[config.mk]
export PLATFORM = sky130hd
export DESIGN_NAME = y_dequantizer
export DESIGN_NICKNAME = d
export VERILOG_FILES = /design/src/rtl/jpeg_dequant_pkg.sv /design/src/rtl/jpeg_zigzag_lut.sv /design/src/rtl/y_dequantizer.sv
export SDC_FILE = /design/constraint.sdc
export NUM_CORES = 1
export LEC_CHECK = 0
export ABC_AREA = 1
export CAP_MARGIN = 10
export CORE_MARGIN = 4
export CORE_UTILIZATION = 60
export DETAILED_ROUTE_END_ITERATION = 12
export PLACE_DENSITY_LB_ADDON = 0.1
export SLEW_MARGIN = 20
export SYNTH_ARGS = -nofsm -noshare
export SYNTH_HDL_FRONTEND = slang
export SYNTH_HIERARCHICAL = 1
export SYNTH_SLANG_ARGS = --single-unit
[constraint.sdc]
create_clock -name clk -period 12.95 [get_ports clk]
set_input_delay 2.59 -clock clk [delete_from_list [all_inputs] [get_ports clk]]
set_output_delay 2.59 -clock clk [all_outputs]
set_load 0.02 [all_outputs]
[src/rtl/jpeg_dequant_pkg.sv]
// Shared constants for JPEG luma dequantization: standard Y table, zigzag map, clamp helper.
package jpeg_dequant_pkg;

  localparam int DEF_IN_W  = 11;
  localparam int DEF_OUT_W = 12;
  localparam int DEF_QT_W  = 8;
  localparam int PROD_W    = DEF_IN_W + DEF_QT_W;

  localparam logic signed [PROD_W-1:0] SAT_MAX = PROD_W'((1 <<< (DEF_OUT_W - 1)) - 1);
  localparam logic signed [PROD_W-1:0] SAT_MIN = PROD_W'(-(1 <<< (DEF_OUT_W - 1)));

  // Standard JPEG luminance quantization table, raster order
  localparam logic [7:0] Y_QTABLE [0:63] = '{
    16,  11,  10,  16,  24,  40,  51,  61,
    12,  12,  14,  19,  26,  58,  60,  55,
    14,  13,  16,  24,  40,  57,  69,  56,
    14,  17,  22,  29,  51,  87,  80,  62,
    18,  22,  37,  56,  68, 109, 103,  77,
    24,  35,  55,  64,  81, 104, 113,  92,
    49,  64,  78,  87, 103, 121, 120, 101,
    72,  92,  95,  98, 112, 100, 103,  99
  };

  localparam logic [5:0] ZIGZAG_TO_RASTER [0:63] = '{
     0,  1,  8, 16,  9,  2,  3, 10,
    17, 24, 32, 25, 18, 11,  4,  5,
    12, 19, 26, 33, 40, 48, 41, 34,
    27, 20, 13,  6,  7, 14, 21, 28,
    35, 42, 49, 56, 57, 50, 43, 36,
    29, 22, 15, 23, 30, 37, 44, 51,
    58, 59, 52, 45, 38, 31, 39, 46,
    53, 60, 61, 54, 47, 55, 62, 63
  };

  typedef struct packed {
    logic signed [DEF_OUT_W-1:0] value;
    logic                        sat;
  } sat_result_t;

  function automatic sat_result_t sat_s(input logic signed [PROD_W-1:0] p);
    sat_result_t r;
    r.sat = 1'b1;
    if (p > SAT_MAX) begin
      r.value = {1'b0, {(DEF_OUT_W-1){1'b1}}};
    end else if (p < SAT_MIN) begin
      r.value = {1'b1, {(DEF_OUT_W-1){1'b0}}};
    end else begin
      r.value = p[DEF_OUT_W-1:0];
      r.sat   = 1'b0;
    end
    return r;
  endfunction

endpackage

[src/rtl/jpeg_zigzag_lut.sv]
// Combinational zigzag stream position to raster index lookup.
module jpeg_zigzag_lut
  import jpeg_dequant_pkg::*;
(
  input  logic [5:0] pos,
  output logic [5:0] raster
);

  assign raster = ZIGZAG_TO_RASTER[pos];

endmodule

[src/rtl/y_dequantizer.sv]
// Two-stage streaming luma dequantizer (coef * Q[k], saturated to OUT_W) with 8x8 position tracking.
// Define Y_DEQUANT_ZIGZAG_EN when coefficients arrive in zigzag order instead of raster order.
module y_dequantizer
  import jpeg_dequant_pkg::*;
#(
  parameter int IN_W  = DEF_IN_W,
  parameter int OUT_W = DEF_OUT_W,
  parameter int QT_W  = DEF_QT_W
) (
  input  logic                    clk,
  input  logic                    rst,
  input  logic                    clear,
  input  logic                    in_valid,
  output logic                    in_ready,
  input  logic signed [IN_W-1:0]  in_coef,
  output logic                    out_valid,
  input  logic                    out_ready,
  output logic signed [OUT_W-1:0] out_coef,
  output logic [5:0]              out_idx,
  output logic                    out_last,
  output logic                    out_sat
);

  logic                          adv;
  logic                          accept;
  logic [5:0]                    pos;
  logic [5:0]                    map_idx;
  logic                          s1_valid;
  logic signed [IN_W-1:0]        s1_coef;
  logic [QT_W-1:0]               s1_qt;
  logic [5:0]                    s1_idx;
  logic                          s1_last;
  logic signed [IN_W+QT_W-1:0]   prod;
  sat_result_t                   sat_r;

  assign adv      = ~out_valid | out_ready;
  assign in_ready = adv;
  assign accept   = in_valid & adv & ~clear;

`ifdef Y_DEQUANT_ZIGZAG_EN
  jpeg_zigzag_lut u_zigzag (
    .pos    (pos),
    .raster (map_idx)
  );
`else
  assign map_idx = pos;
`endif

  always_ff @(posedge clk or negedge rst) begin
    if (!rst) begin
      pos <= 6'd0;
    end else if (clear) begin
      pos <= 6'd0;
    end else if (accept) begin
      pos <= pos + 6'd1;
    end
  end

  // Stage 1: capture coefficient with its table entry; last keys on stream position, not raster index
  always_ff @(posedge clk or negedge rst) begin
    if (!rst) begin
      s1_valid <= 1'b0;
      s1_coef  <= '0;
      s1_qt    <= '0;
      s1_idx   <= 6'd0;
      s1_last  <= 1'b0;
    end else if (clear) begin
      s1_valid <= 1'b0;
      s1_coef  <= '0;
      s1_qt    <= '0;
      s1_idx   <= 6'd0;
      s1_last  <= 1'b0;
    end else if (adv) begin
      s1_valid <= in_valid;
      if (in_valid) begin
        s1_coef <= in_coef;
        s1_qt   <= Y_QTABLE[map_idx];
        s1_idx  <= map_idx;
        s1_last <= (pos == 6'd63);
      end
    end
  end

  assign prod  = s1_coef * $signed({1'b0, s1_qt});
  assign sat_r = sat_s(prod);

  always_ff @(posedge clk or negedge rst) begin
    if (!rst) begin
      out_valid <= 1'b0;
      out_coef  <= '0;
      out_idx   <= 6'd0;
      out_last  <= 1'b0;
      out_sat   <= 1'b0;
    end else if (clear) begin
      out_valid <= 1'b0;
      out_coef  <= '0;
      out_idx   <= 6'd0;
      out_last  <= 1'b0;
      out_sat   <= 1'b0;
    end else if (adv) begin
      out_valid <= s1_valid;
      if (s1_valid) begin
        out_coef <= sat_r.value;
        out_idx  <= s1_idx;
        out_last <= s1_last;
        out_sat  <= sat_r.sat;
      end
    end
  end

endmodule

==> results.json <==
{
  "die_y_um": 108.5,
  "cpMaxStageDelayCell": "clkdlybuf4s50_1",
  "max-vdd-ir-drop_uv": 70.48,
  "grtUsageTotal_pct": 24.22,
  "layout_commonest_cell": "nand2_1",
  "synth_top_cell_by_area": "dfrtp_1",
  "maxSlewViolCount": 0,
  "num-nets-final": 981,
  "post-place-ws_ns": 6.548,
  "wl_per_cell_um": 13.46,
  "avgSynthCellArea_um2": 7.111,
  "cts.sink_count": 53,
  "port_buffers": 37,
  "finalSetupTns_ns": 0,
  "start_util_pct": 61.70,
  "worst_hold_slack_ns": 0.4857,
  "drc": 0,
  "worstPathArrival_ns": 3.81,
  "path_cells": "clkdlybuf4s50_1 > nor2_1 > inv_1 > clkdlybuf4s50_1",
  "seq_area_um2": 1326,
  "clock_latency_ns": 0.30,
  "synth_cell_types": 38,
  "cts_resized": 0,
  "multi_input_area_um2": 3810,
  "fin_crit_sh_pct": 49.38,
  "place_congestion": 0.9070,
  "mostFrequentLayoutCells": "nand2_1, inv_1, fa_1, dfrtp_1, ha_1",
  "ios": 38,
  "wl_um": 13360,
  "netlist_area_um2": 6058,
  "gr-total-overflow": 0,
  "yosysWarningCount": 6,
  "antenna_found_initial": 0,
  "die_x_um": 108.5,
  "synth_cells": 852,
  "dr.first_iter.drc_count": 270,
  "synth_top_area_share_pct": 21.89,
  "die_area_um2": 11770,
  "fp-row-count": 36,
  "cts_buffer_depth": 2,
  "cp_data_required_time_ns": 10.36,
  "cts_root_buf": "clkbuf_8",
  "fin_crit_ns": 6.395,
  "cts.clk_slew.worst_paths_ns": 0.10,
  "max_cap_violations": 0,
  "antennaDiodeCount": 0,
  "crit_fanout": 4,
  "rsz0062_at_grt": "false",
  "cts_tree": "yes",
  "cts_setup_buffers": 0,
  "worst_setup_path_start_kind": "primary input",
  "grt_max_degree": 54,
  "totalPowerFinal_uw": 392.3,
  "skew_ns": 0.008874,
  "hold_viol_final": 0,
  "detail-route-antenna-nets": 0,
  "area_growth_pct": 7.703,
  "grt_pass1_wl_um": 23210,
  "first_pass_iters": 5,
  "vias_per_cell": 5.226,
  "synthFlopType": "dfrtp_1",
  "hold_class": "reg2reg",
  "setup_ws_ns": 6.555,
  "path_depth": 4,
  "synth.top_cells.by_area": "dfrtp_1, fa_1, nand2_1",
  "synthesis.nets": 974,
  "cp-end-kind": "output pin",
  "crit_type": "in2out",
  "cts_buffers": 5,
  "layout-drive-gt1-share_pct": 1.860,
  "status": "completed",
  "vias": 5189,
  "timing.fmax_mhz": 156.4,
  "p_leak_uw": 0.003798,
  "crit_buf_inv": 3,
  "dp_hpwl_um": 10830,
  "wl_met3_um": 660,
  "async_flop_share_pct": 100.0,
  "powerDensity_nw_per_um2": 60.13,
  "met2_length_um": 6462,
  "top_layer": "met4",
  "crit_family": "buffers and inverters",
  "yosysSeqAreaShare_pct": 21.89,
  "worst_pin_slew_ns": 0.7443,
  "wl_met1_um": 6159,
  "slowest_delay_ns": 0.62,
  "coreArea_um2": 9819,
  "final_util_pct": 66.45,
  "htree_levels": 2,
  "grt_pass1_vias": 4939,
  "min_path_cells": 2,
  "nFillCells": 935,
  "r2r_cells": 20,
  "synth_edf_count": 0,
  "hold_buffers": 0,
  "ys_seq_elements": 53,
  "crit_path_frequent_cell": "clkdlybuf4s50_1",
  "relSlewSlack_pct": 50.20,
  "setup-violations-final": 0
}
==> state kept, by name (all words and copies together) (netlist names) <==
signal,count
map_idx,6
s1_idx,6
out_valid,1
out_last,1
out_coef,12
s1_coef,11
s1_last,1
s1_valid,1
out_idx,6
out_sat,1
s1_qt,7
==> per-layer routing <==
layer / vias to the layer above / global-route usage, %
met5: - / 0
met4: 0 / 2.976
met3: 8 / 2.627
met2: 122 / 40.03
met1: 2485 / 35.63
li1: 2574 / -
==> cell usage after synthesis, types with 4 or more instances <==
library cell and count:
clkbuf_2 8, fa_1 59, and2_1 4, nand2_1 270, clkbuf_1 23, xnor2_1 4
o22ai_1 12, nor2_1 33, o21ai_0 31, xor2_1 5, o31ai_1 5, ha_1 47
nand3_1 36, inv_1 200, o211ai_1 5, dfrtp_1 53, a21oi_1 23
==> area by class of cell <==
type                       instances  share of cell area (%)
clock buffer                       5                   1.055
clock inverter                     3                  0.4027
inverter                         201                   11.56
multi-input combinational        560                   58.39
sequential                        53                   20.33
tap                              133                   2.550
timing repair buffer              38                   5.714
==> through the flow <==
step	std cells	area, um2
after floorplan	852	6058
after CTS	993	6525
after global placement	985	6430
after detailed placement	985	6430
after global routing	993	6525
final	993	6525
==> where the power goes <==
part	switching, uW	internal (uW)	total (uW)
Sequential	13.5	174	187
Clock	58.3	39.5	97.8
Combinational	66.3	40.8	107
==> tightest hold or removal path: stages, from the launching register on <==
cell and delay (ns):
dfrtp_1 0.35, nand2_1 0.05, nand2_1 0.05
==> kinds of logic after synthesis <==
logic type	share of synthesized area [%]
AND/OR/NAND/NOR	23.63
adder cells (fa/ha/maj)	29.20
AO/OA/AOI/OAI	8.757
XOR/XNOR	1.301
buffers and inverters	15.22
flip-flops	21.89
==> worst paths after layout <==
kind                            slack (ns)                  endpoint                     start
worst min-delay path                  0.49  out_coef[10]$_DFFE_PN0P_  out_coef[10]$_DFFE_PN0P_
max in group asynchronous            10.12    s1_coef[5]$_DFFE_PN0P_                       rst
worst max-delay path                  6.55                  in_ready                 out_ready
worst max register to register        7.73   out_coef[2]$_DFFE_PN0P_      s1_qt[0]$_DFFE_PN0P_
min in group asynchronous             2.39   out_coef[6]$_DFFE_PN0P_                       rst
worst min register to register        0.49  out_coef[10]$_DFFE_PN0P_  out_coef[10]$_DFFE_PN0P_
Power figures use the tool's default switching activity.
